**config.mk**
```make
export PLATFORM = sky130hd
export DESIGN_NAME = fetch_redirect_unit_flat
export DESIGN_NICKNAME = d
export VERILOG_FILES = /design/src/rtl/fetch_redirect_if.sv /design/src/rtl/fetch_redirect_unit.sv /design/src/flat_wrapper.sv
export SDC_FILE = /design/constraint.sdc
export NUM_CORES = 1
export LEC_CHECK = 0
export CAP_MARGIN = 5
export CORE_MARGIN = 2
export CORE_UTILIZATION = 47
export CTS_BUF_LIST = sky130_fd_sc_hd__clkbuf_8
export DETAILED_ROUTE_END_ITERATION = 12
export GPL_TIMING_DRIVEN = 0
export PLACE_DENSITY = 0.88
export SETUP_SLACK_MARGIN = 0.2
export SYNTH_ARGS = -nofsm -noshare
export SYNTH_HDL_FRONTEND = slang
export SYNTH_SLANG_ARGS = --single-unit
```
**constraint.sdc**
```tcl
create_clock -name clock -period 3.01 [get_ports clock]
set_input_delay 0.602 -clock clock [delete_from_list [all_inputs] [get_ports clock]]
set_output_delay 0.602 -clock clock [all_outputs]
set_load 0.05 [all_outputs]
```
**src/rtl/fetch_redirect_if.sv**
```systemverilog
// Redirect/event bundle between WB/CP0, the fetch redirect unit and IF.
// The master side is the redirect unit; the slave side is the surrounding pipeline.
interface fetch_redirect_if #(
  parameter int COUNT_WIDTH = 16
);
  logic                   exception_valid;
  logic                   eret_flush;
  logic [31:0]            epc;
  logic [7:0]             interrupt_valid;
  logic                   if_ready;
  logic                   flush;
  logic                   redirect_valid;
  logic [31:0]            redirect_pc;
  logic                   interrupt_request;
  logic [COUNT_WIDTH-1:0] redirect_count;

  modport master (
    input  exception_valid, eret_flush, epc, interrupt_valid, if_ready,
    output flush, redirect_valid, redirect_pc, interrupt_request, redirect_count
  );

  modport slave (
    output exception_valid, eret_flush, epc, interrupt_valid, if_ready,
    input  flush, redirect_valid, redirect_pc, interrupt_request, redirect_count
  );
endinterface

```
**src/rtl/fetch_redirect_unit.sv**
```systemverilog
// Fetch redirect unit: converts WB exception/ERET commits into a one-cycle flush plus
// a held PC redirect to IF (valid/ready), issues the boot redirect after reset, and
// registers the CP0 pending-interrupt summary as an interrupt request for ID.
// Optional build macro: IRQ_FILTER_EN -- interrupt_request requires pending interrupts
// in two consecutive eligible cycles instead of one.
module fetch_redirect_unit #(
  parameter logic [31:0] RESET_PC         = 32'hbfc00000,
  parameter logic [31:0] EXCEPTION_VECTOR = 32'hbfc00380,
  parameter int          COUNT_WIDTH      = 16
) (
  input  logic              clock,
  input  logic              reset,
  fetch_redirect_if.master  bus
);

  typedef enum logic [1:0] {
    BOOT    = 2'd0,
    IDLE    = 2'd1,
    PENDING = 2'd2
  } state_t;

  state_t                 state_reg, state_next;
  logic                   flush_reg, flush_next;
  logic                   redirect_valid_reg, redirect_valid_next;
  logic [31:0]            redirect_pc_reg, redirect_pc_next;
  logic                   interrupt_request_reg, interrupt_request_next;
  logic [COUNT_WIDTH-1:0] redirect_count_reg, redirect_count_next;
  // Marks that the redirect currently held is the boot redirect (not counted).
  logic                   boot_redirect_reg, boot_redirect_next;
`ifdef IRQ_FILTER_EN
  // First qualifying cycle seen; a second consecutive one raises the request.
  logic                   irq_qualified_reg, irq_qualified_next;
`endif

  logic        event_present;
  logic [31:0] event_target;
  logic        handshake;
  logic        irq_eligible;

  // Event decode: exception wins over ERET when both commit together.
  always_comb begin
    event_present = bus.exception_valid | bus.eret_flush;
    event_target  = bus.exception_valid ? EXCEPTION_VECTOR : bus.epc;
    handshake     = redirect_valid_reg & bus.if_ready;
    irq_eligible  = (|bus.interrupt_valid) && (state_reg == IDLE) && !event_present;
  end

  // Next-state and registered-output computation.
  always_comb begin
    state_next          = state_reg;
    flush_next          = 1'b0;
    redirect_valid_next = redirect_valid_reg;
    redirect_pc_next    = redirect_pc_reg;
    redirect_count_next = redirect_count_reg;
    boot_redirect_next  = boot_redirect_reg;

    case (state_reg)
      BOOT: begin
        state_next          = PENDING;
        redirect_valid_next = 1'b1;
        redirect_pc_next    = RESET_PC;
        boot_redirect_next  = 1'b1;
      end
      IDLE: begin
        if (event_present) begin
          state_next          = PENDING;
          flush_next          = 1'b1;
          redirect_valid_next = 1'b1;
          redirect_pc_next    = event_target;
          boot_redirect_next  = 1'b0;
        end
      end
      PENDING: begin
        // An accepted event redirect counts even if a new event replaces it this cycle.
        if (handshake && !boot_redirect_reg) begin
          redirect_count_next = redirect_count_reg + COUNT_WIDTH'(1);
        end
        if (event_present) begin
          flush_next          = 1'b1;
          redirect_valid_next = 1'b1;
          redirect_pc_next    = event_target;
          boot_redirect_next  = 1'b0;
        end else if (handshake) begin
          state_next          = IDLE;
          redirect_valid_next = 1'b0;
          boot_redirect_next  = 1'b0;
        end
      end
      default: begin
        state_next          = BOOT;
        redirect_valid_next = 1'b0;
      end
    endcase

`ifdef IRQ_FILTER_EN
    irq_qualified_next     = irq_eligible;
    interrupt_request_next = irq_eligible & irq_qualified_reg;
`else
    interrupt_request_next = irq_eligible;
`endif
  end

  // State and output registers with synchronous reset back to the boot sequence.
  always_ff @(posedge clock) begin
    if (reset) begin
      state_reg             <= BOOT;
      flush_reg             <= 1'b0;
      redirect_valid_reg    <= 1'b0;
      redirect_pc_reg       <= RESET_PC;
      interrupt_request_reg <= 1'b0;
      redirect_count_reg    <= '0;
      boot_redirect_reg     <= 1'b0;
`ifdef IRQ_FILTER_EN
      irq_qualified_reg     <= 1'b0;
`endif
    end else begin
      state_reg             <= state_next;
      flush_reg             <= flush_next;
      redirect_valid_reg    <= redirect_valid_next;
      redirect_pc_reg       <= redirect_pc_next;
      interrupt_request_reg <= interrupt_request_next;
      redirect_count_reg    <= redirect_count_next;
      boot_redirect_reg     <= boot_redirect_next;
`ifdef IRQ_FILTER_EN
      irq_qualified_reg     <= irq_qualified_next;
`endif
    end
  end

  assign bus.flush             = flush_reg;
  assign bus.redirect_valid    = redirect_valid_reg;
  assign bus.redirect_pc       = redirect_pc_reg;
  assign bus.interrupt_request = interrupt_request_reg;
  assign bus.redirect_count    = redirect_count_reg;

endmodule

```
**src/flat_wrapper.sv**
```systemverilog
// flat-port wrapper written by rule: the top's interface ports become plain ports
module fetch_redirect_unit_flat 
#(
  parameter logic [31:0] RESET_PC         = 32'hbfc00000,
  parameter logic [31:0] EXCEPTION_VECTOR = 32'hbfc00380,
  parameter int          COUNT_WIDTH      = 16
)
  (clock, reset, bus_exception_valid, bus_eret_flush, bus_epc, bus_interrupt_valid, bus_if_ready, bus_flush, bus_redirect_valid, bus_redirect_pc, bus_interrupt_request, bus_redirect_count);
  fetch_redirect_if #(.COUNT_WIDTH(COUNT_WIDTH)) bus_i ();
  input  logic clock;
  input  logic reset;
  input wire logic [$bits(bus_i.exception_valid)-1:0] bus_exception_valid;
  input wire logic [$bits(bus_i.eret_flush)-1:0] bus_eret_flush;
  input wire logic [$bits(bus_i.epc)-1:0] bus_epc;
  input wire logic [$bits(bus_i.interrupt_valid)-1:0] bus_interrupt_valid;
  input wire logic [$bits(bus_i.if_ready)-1:0] bus_if_ready;
  output wire logic [$bits(bus_i.flush)-1:0] bus_flush;
  output wire logic [$bits(bus_i.redirect_valid)-1:0] bus_redirect_valid;
  output wire logic [$bits(bus_i.redirect_pc)-1:0] bus_redirect_pc;
  output wire logic [$bits(bus_i.interrupt_request)-1:0] bus_interrupt_request;
  output wire logic [$bits(bus_i.redirect_count)-1:0] bus_redirect_count;
  assign bus_i.exception_valid = bus_exception_valid;
  assign bus_i.eret_flush = bus_eret_flush;
  assign bus_i.epc = bus_epc;
  assign bus_i.interrupt_valid = bus_interrupt_valid;
  assign bus_i.if_ready = bus_if_ready;
  assign bus_flush = bus_i.flush;
  assign bus_redirect_valid = bus_i.redirect_valid;
  assign bus_redirect_pc = bus_i.redirect_pc;
  assign bus_interrupt_request = bus_i.interrupt_request;
  assign bus_redirect_count = bus_i.redirect_count;
  fetch_redirect_unit #(.RESET_PC(RESET_PC), .EXCEPTION_VECTOR(EXCEPTION_VECTOR), .COUNT_WIDTH(COUNT_WIDTH)) u_core (.clock(clock), .reset(reset), .bus(bus_i));
endmodule
```
# After elaboration in Yosys (flattened, before gate mapping)
# Cells that the tools add are included.
[totals] ff_bits=54 output_inout_bits=51 wordCells=49
[op_classes] n_mux=15 eq_ne=7 addsub=1 reduce_logical=16 bitwise=3
[op_table] cell="$mux W32" count=2
[op_table] cell="$pmux W32 S2" count=1
[op_table] cell="$add A16 B1 Y16 const B" count=1
[op_table] cell="$reduce_or A8 Y1" count=1
[op_table] cell="$mux W1" count=6
[op_table] cell="$mux W2" count=3
[op_table] cell="$ne A2 B1 Y1 const B" count=3
[op_table] cell="$pmux W1 S3" count=2
[op_table] cell="$pmux W2 S3" count=1
[op_table] cell="$reduce_and A2 Y1" count=3
[op_table] cell="$reduce_and A3 Y1" count=2
[op_table] cell="$reduce_or A2 Y1" count=2
[op_table] cell="$logic_and A1 B1 Y1" count=3
[op_table] cell="$ne A3 B1 Y1 const B" count=1
[op_table] cell="$reduce_bool A3 Y1" count=1
[op_table] cell="$eq A2 B1 Y1 const B" count=1
[op_table] cell="$eq A2 B2 Y1 const B" count=1
[op_table] cell="$logic_not A1 Y1" count=2
[op_table] cell="$logic_not A2 Y1" count=1
[op_table] cell="$ne A2 B2 Y1 const B" count=1
[op_table] cell="$reduce_bool A2 Y1" count=1
[op_table] cell="$and A1 B1 Y1" count=1
[op_table] cell="$not A1 Y1" count=1
[op_table] cell="$or A1 B1 Y1" count=1

# Depth between registers and ports, before layout
# Gate-level depths: netlist (run 1).
[depth] depth_word=4 ltp_mapped=8 depth_no_buf=6

# Least setup slack after synthesis (run 1)
# Ideal clock, no wire load.
[synth_path] kind="reg2reg" start="reg u_core.redirect_count_reg[0] (netlist: u_core.bus.redirect_count[0])" end="reg u_core.redirect_count_reg[14] (netlist: u_core.bus.redirect_count[14])" synth_period_minus_slack_ps=2118 path_stages_with_launch=6 path_slack_ps=892 setup_time_ps=71 t_arrival_ps=2047 path_cell_list="dfxtp_1 -> ha_1 -> nand2_1 -> or4_1 -> or3_1 -> a21oi_1"
[synth_via] elab_chain_len=1
[synth_lines] item="start: declaration" line="fetch_redirect_unit.sv:27" text="logic [COUNT_WIDTH-1:0] redirect_count_reg, redirect_count_next;"
[synth_lines] item="start signal: assignment" line="fetch_redirect_unit.sv:122" text="redirect_count_reg <= redirect_count_next;"
[synth_lines] item="$add A16 B1 Y16" line="fetch_redirect_unit.sv:76" text="redirect_count_next = redirect_count_reg + COUNT_WIDTH'(1);"
# No other way between the ends.
# A chain may end at the register's enable or synchronous reset.

# Worst setup path in the final report (run 1)
[layout_path] start="reg u_core.redirect_count_reg[3] (netlist: u_core.bus.redirect_count[3])" end="out bus_redirect_count[3]"
[layout_rtl] item="end: declaration" line="flat_wrapper.sv:21" text="output wire logic [$bits(bus_i.redirect_count)-1:0] bus_redirect_count;"
# No word-level cell between the ends.

==> metrics.md, run 1 <==
| Metric | Value |
|---|---|
| Status | complete, no violations |
| CTS tree | built |
| Max cap viols | 0 |
| Routed WL | 5430 um |
| Final Hold Vio Count | 0 |
| Grt ovf | 0 |
| M3 GR Usage | 4.97% |
| CP required | 2.41 ns |
| Seq cells post-synth | 54 |
| Critical path's top delay family | buffers and inverters |
| Antenna diodes | 0 |
| Cell area after synthesis | 2230 um2 |
| Crit. End Element | output pin |
| Post-Synthesis Cells | 256 |
| Max stage delay on crit path | 0.86 ns |
| DR WL/cell | 13.2 um |
| First-pass GRT wire length | 8640 um |
| Crit path DAT | 1.62 ns |
| Hold buffer count at cts | 0 |
| Seq/Total Area, Yosys | 48.5% |
| Kind of critical path | reg -> out |
| Clock tree buffer depth | 2 |
| Die ar. | 5310 um2 |
| Hold Path Class | reg -> reg |
| YS warnings | 0 |
| Unique cell type count in the Yosys netlist | 36 |
| Mapped Nets | 307 |
| Synth Flop Type | dfxtp_1 |
| Crit-path max FO | 7 |
| Leakage | 1.20 nW |
| Relative max-transition margin | 64.9% |
| DIE WIDTH | 72.9 um |
| Filler cells | 379 |
| Most common cell after layout, fill and taps aside | clkdlybuf4s50_1 |
| Multi-input logic area | 1060 um2 |
| Num CTS Buffers | 5 |
| Final ANT Viol Nets | 0 |
| Rows | 25 |
| Number of flops mapped to enable cells by yosys | 0 |
| CP max stage cell | clkdlybuf4s50_1 |
| Reg clk slew, reported paths | 0.09 ns |
| Final Max Tran Viols | 0 |
| Synthesis-to-layout area growth | 49.1% |
| Fmax | 0.449 GHz |
| Max Clock Skew | 0.00737 ns |
| Critical path buffers and inverters | 1 |
| Setup bufs post-CTS | 0 |
| Clk network pwr share | 26.0% |
| RSZ-0062 raised after global routing | no |
| Layer with the highest usage | met2 |
| Clock latency at the later pin of the worst-skew pair | 0.30 ns |
| Register Area | 1080 um2 |
| P_sw | 0.444 mW |
| Fin crit share | 73.9% |
| Drt first-iter violations | 152 |
| CP Launch Type | flip-flop |
| Vias per cell | 5.17 |
| Post-DP HPWL | 4170 um |
| Post-Synthesis Mean Instance Area | 8.70 um2 |
| H-tree levels | 2 |
| Crit path cell chain | clkdlybuf4s50_1 |
| Min Tclk post-route | 2.23 ns |
| Die Y | 72.9 um |
| Grt met1 use | 26.1% |
| Reg power frac | 51.1% |
| Port Buf Inserts | 94 |
| Router iterations before antenna repair | 4 |
| RePlAce Congestion | 0.847 |
| Core Area | 4660 um2 |
| Peak supply drop | 0.000318 V |
| Most frequent cells in the layout | clkdlybuf4s50_1 (94), dfxtp_1 (54), nor2_1 (42) |
| Largest net degree at the start of global routing | 17 |
| Fin nets | 408 |
| CTS root buffer | clkbuf_8 |
| Pwr Total | 1.48 mW |
| Via Count | 2129 |
| Synth async-reset ratio | 0% |
| Share of cells above drive strength 1 | 3.07% |
| Initial antenna violation count | 0 |
| Final setup TNS | 0 ns |
| CTS sink cnt | 54 |
| Final setup viols | 0 |
| Vias in the first global route | 1980 |
| DRC viols | 0 |
| Pwr/cell area | 445 nW/um2 |
| Worst slew pin tran | 0.525 ns |
| IO Pins | 96 |
| Initial Utilization | 47.8% |
| Cell Int Power | 1.04 mW |
| Met2 usage | 33.9% |
| Logic pwr share | 22.9% |
| Total GRT Usage | 20.5% |
| Max reg flops | 32 |
| Sw frac | 30.0% |
| Post-CTS sizing | 0 |
-- metrics by stage --
step | worst slack, ns | utilization (%) | hold slack, ns | instance area (um2) | instances
after detailed placement | 0.510 | 69.4 | 0.443 | 3240 | 404
after global placement | 0.526 | 69.4 | 0.437 | 3240 | 404
final | 0.785 | 71.3 | 0.454 | 3320 | 412
after global routing | 0.619 | 71.3 | 0.474 | 3320 | 412
after floorplan | 0.892 | - | 0.496 | 2230 | 256
after CTS | 0.781 | 71.3 | 0.456 | 3320 | 412
-- metal layers --
| metal | vias up | part of all wire, % |
|---|---|---|
| li1 | 1097 | - |
| met1 | 959 | 45 |
| met2 | 69 | 48 |
| met3 | 4 | 6.3 |
| met4 | 0 | 1.1 |
| met5 | - | 0 |
-- synthesized netlist by cell type (2+ instances only) --
| cell | instances | share of area (%) |
|---|---|---|
| a21oi_1 | 16 | 3.6 |
| nor2_1 | 42 | 7.1 |
| buf_1 | 2 | 0.34 |
| o21ai_0 | 9 | 2.0 |
| or4_1 | 2 | 0.67 |
| nor2b_1 | 3 | 0.84 |
| nand2_1 | 16 | 2.7 |
| nand3_1 | 7 | 1.6 |
| or3_1 | 2 | 0.56 |
| nand4_1 | 5 | 1.4 |
| nand2b_1 | 2 | 0.56 |
| a22oi_1 | 17 | 5.7 |
| ha_1 | 6 | 3.4 |
| inv_1 | 8 | 1.3 |
| xnor2_1 | 7 | 2.8 |
| nor3_1 | 14 | 3.1 |
| xor2_1 | 3 | 1.2 |
| mux2i_1 | 2 | 0.90 |
| o21bai_1 | 9 | 3.0 |
| nor4_1 | 5 | 1.4 |
| clkbuf_1 | 11 | 1.9 |
| dfxtp_1 | 54 | 49 |
-- worst paths after layout --
| check | start | endpoint | slack (ns) | cells after the start |
|---|---|---|---|---|
| setup / recovery | u_core.bus.redirect_count[3] | bus_redirect_count[3] | 0.78 | 1 |
| hold / removal | u_core.bus.redirect_pc[3] | u_core.bus.redirect_pc[3] | 0.45 | 2 |
| setup reg to reg | u_core.state_reg[0] | u_core.bus.redirect_pc[16] | 0.84 | 8 |
| hold reg to reg | u_core.bus.redirect_pc[3] | u_core.bus.redirect_pc[3] | 0.45 | 2 |
-- kinds of logic (layout without fill, tap and decap cells) --
kind of cell	Yosys count	after routing	share of synthesized area [%]
AND/OR/NAND/NOR	104	104	22.6
flip-flops	54	54	48.5
adder cells (fa/ha/maj)	6	6	3.37
AO/OA/AOI/OAI	58	58	16.9
multiplexers	2	2	0.898
buffers and inverters	22	124	3.76
XOR/XNOR	10	10	3.93
-- area by class of cell --
class                           instances  share of cell area (%)
Buffer                                 14                    1.62
Tap cell                               54                    2.03
Multi-Input combinational cell        180                    32.0
Clock inverter                          3                   0.527
Clock buffer                            5                    2.07
Timing Repair Buffer                   94                    28.3
Inverter                                8                   0.904
Sequential cell                        54                    32.5
-- power groups by stage --
stage,combinational (mW),clock (mW),sequential (mW)
after floorplan,0.130,0,0.844
after global placement,0.337,0,0.772
after detailed placement,0.339,0,0.773
after CTS,0.341,0.399,0.757
after global routing,0.368,0.430,0.761
final,0.339,0.385,0.757
(Power assumes the default switching activity.)
==> run 2, diff against run 1 <==
--- a/config.mk
+++ b/config.mk
@@ -7,11 +7,11 @@
 export LEC_CHECK = 0
 export CAP_MARGIN = 5
 export CORE_MARGIN = 2
-export CORE_UTILIZATION = 47
+export CORE_UTILIZATION = 43
 export CTS_BUF_LIST = sky130_fd_sc_hd__clkbuf_8
 export DETAILED_ROUTE_END_ITERATION = 12
 export GPL_TIMING_DRIVEN = 0
-export PLACE_DENSITY = 0.88
+export PLACE_DENSITY = 0.81
 export SETUP_SLACK_MARGIN = 0.2
 export SYNTH_ARGS = -nofsm -noshare
 export SYNTH_HDL_FRONTEND = slang
==> constraint.sdc (replaced) <==
create_clock -name clock -period 2.3 [get_ports clock]
set_input_delay 0.46 -clock clock [delete_from_list [all_inputs] [get_ports clock]]
set_output_delay 0.46 -clock clock [all_outputs]
set_load 0.05 [all_outputs]
==> run 2 against run 1 <==
Effect of this change: clock power rose by 71%; sequential share of layout area fell by 0.88 points; die area rose by 8.8%; utilization fell by 3.4 points; global-route usage fell by 1.8 points; combinational power rose by 37%; non-clock buffer count did not move; first-iteration DRC count fell by 43%; critical path depth did not move; via count rose by 1.1%; critical path type unchanged.
==> metrics.md, run 2 (synthesized netlist as in run 1, its figures left out) <==
| Metric | Value |
|---|---|
| RSZ-0062 raised after global routing | no |
| Fin crit share | 89.2% |
| Kind of critical path | reg -> out |
| Pwr Total | 2.11 mW |
| Setup bufs post-CTS | 0 |
| Post-Place Setup Slack | -0.0802 ns |
| Critical path's top delay family | buffers and inverters |
| Max reg flops | 32 |
| Max cap viols | 0 |
| Die Y | 76.0 um |
| Crit path cell chain | clkdlybuf4s50_1 |
| CP required | 1.84 ns |
| Num CTS Buffers | 5 |
| DR WL/cell | 12.9 um |
| Peak supply drop | 0.000400 V |
| Leakage | 1.29 nW |
| Hold buffer count at cts | 0 |
| Crit path DAT | 1.59 ns |
| Final core occ | 67.9% |
| Router iterations before antenna repair | 4 |
| IO Pins | 96 |
| Core Area | 5040 um2 |
| Clock latency at the later pin of the worst-skew pair | 0.32 ns |
| RePlAce Congestion | 0.793 |
| Pwr/cell area | 617 nW/um2 |
| Initial antenna violation count | 0 |
| Max Clock Skew | 0.0113 ns |
| Grt ovf | 0 |
| Crit. End Element | output pin |
| First-pass GRT wire length | 8940 um |
| Share of cells above drive strength 1 | 6.98% |
| Antenna diodes | 0 |
| Most common cell after layout, fill and taps aside | clkdlybuf4s50_1 |
| Vias in the first global route | 1923 |
| CTS root buffer | clkbuf_8 |
| Final ANT Viol Nets | 0 |
| Post-DP HPWL | 4210 um |
| Worst slew pin tran | 0.524 ns |
| Final Max Tran Viols | 0 |
| Most frequent cells in the layout | clkdlybuf4s50_1 (90), dfxtp_1 (52), nor2_1 (42) |
| Min Tclk post-route | 2.05 ns |
| Largest net degree at the start of global routing | 19 |
| CTS sink cnt | 54 |
| CP max stage cell | clkdlybuf4s50_1 |
| Die ar. | 5770 um2 |
| DRC viols | 0 |
| H-tree levels | 2 |
| Clock tree buffer depth | 2 |
| DIE WIDTH | 76.0 um |
| Reg clk slew, reported paths | 0.10 ns |
| M3 GR Usage | 6.52% |
| CTS tree | built |
| Layer with the highest usage | met2 |
| Grt met1 use | 23.6% |
| Initial Utilization | 44.2% |
| Synthesis-to-layout area growth | 53.6% |
| Port Buf Inserts | 94 |
| Status | complete, no violations |
| Max stage delay on crit path | 0.84 ns |
| Final Hold Vio Count | 0 |
| Crit-path max FO | 5 |
| Fmax | 0.488 GHz |
| Total GRT Usage | 18.8% |
| Met2 usage | 30.8% |
| CP Launch Type | flip-flop |
| Hold Path Class | reg -> reg |
| Fin nets | 408 |
| Routed WL | 5520 um |
| Critical path buffers and inverters | 1 |
| Relative max-transition margin | 65.0% |
| Final setup margin | 0.249 ns |
| Worst hold margin | 0.458 ns |
| Final setup viols | 0 |
| Rows | 26 |
| Drt first-iter violations | 86 |
| Vias per cell | 5.03 |
| Via Count | 2153 |
-- run 2: changes by cell type in the layout (fill, tap and decap cells not counted), moves of 2 or more --
cell / previous run / this run
clkbuf_1: 11 / 6
clkbuf_2: 0 / 5
clkdlybuf4s50_1: 94 / 90
dfxtp_1: 54 / 52
dfxtp_2: 0 / 2
dlymetal6s2s_1: 0 / 3
ha_1: 6 / 4
inv_1: 9 / 7
-- run 2: final timing paths --
path / from / endpoint / slack (ns) / cells past startpoint
setup / recovery: u_core.bus.redirect_count[4] / bus_redirect_count[4] / 0.25 / 1
setup reg to reg: u_core.state_reg[0] / u_core.bus.redirect_count[15] / 0.32 / 6
hold / removal: u_core.bus.redirect_pc[9] / u_core.bus.redirect_pc[9] / 0.46 / 2
hold reg to reg: u_core.bus.redirect_pc[9] / u_core.bus.redirect_pc[9] / 0.46 / 2
-- run 2: layout make-up --
class	count	area (um2)
buffer	14	62.6
clock buffer	5	68.8
clock inverter	3	47.5
fill	433	1620
inverter	8	30.0
multi-input combinational	180	1100
sequential	54	1080
tap	70	87.6
timing repair buffer	94	947
-- run 2: report_power, final --
group,internal (mW),switching (mW),total [mW]
combinational,0.191,0.272,0.464
clock,0.330,0.327,0.657
sequential,0.968,0.0220,0.990
-- run 2: routing by layer --
metal / up-vias / wire length (um)
li1: 1098 / -
met1: 980 / 2450
met2: 68 / 2670
met3: 7 / 329
met4: 0 / 72
met5: - / 0
-- run 2: timing repair --
item,4_1_cts,5_1_grt
pin swaps,0,0
gates resized for setup,3,19
endpoints found under the hold margin,0,0
endpoints found under the setup margin,11,39
-- run 2: through the flow --
step / instance area (um2) / setup TNS [ns] / instances
after global routing: 3420 / 0 / 428
final: 3420 / 0 / 428
after global placement: 3260 / -0.583 / 420
after floorplan: 2230 / 0 / 256
after detailed placement: 3260 / -1.05 / 420
after CTS: 3380 / 0 / 428
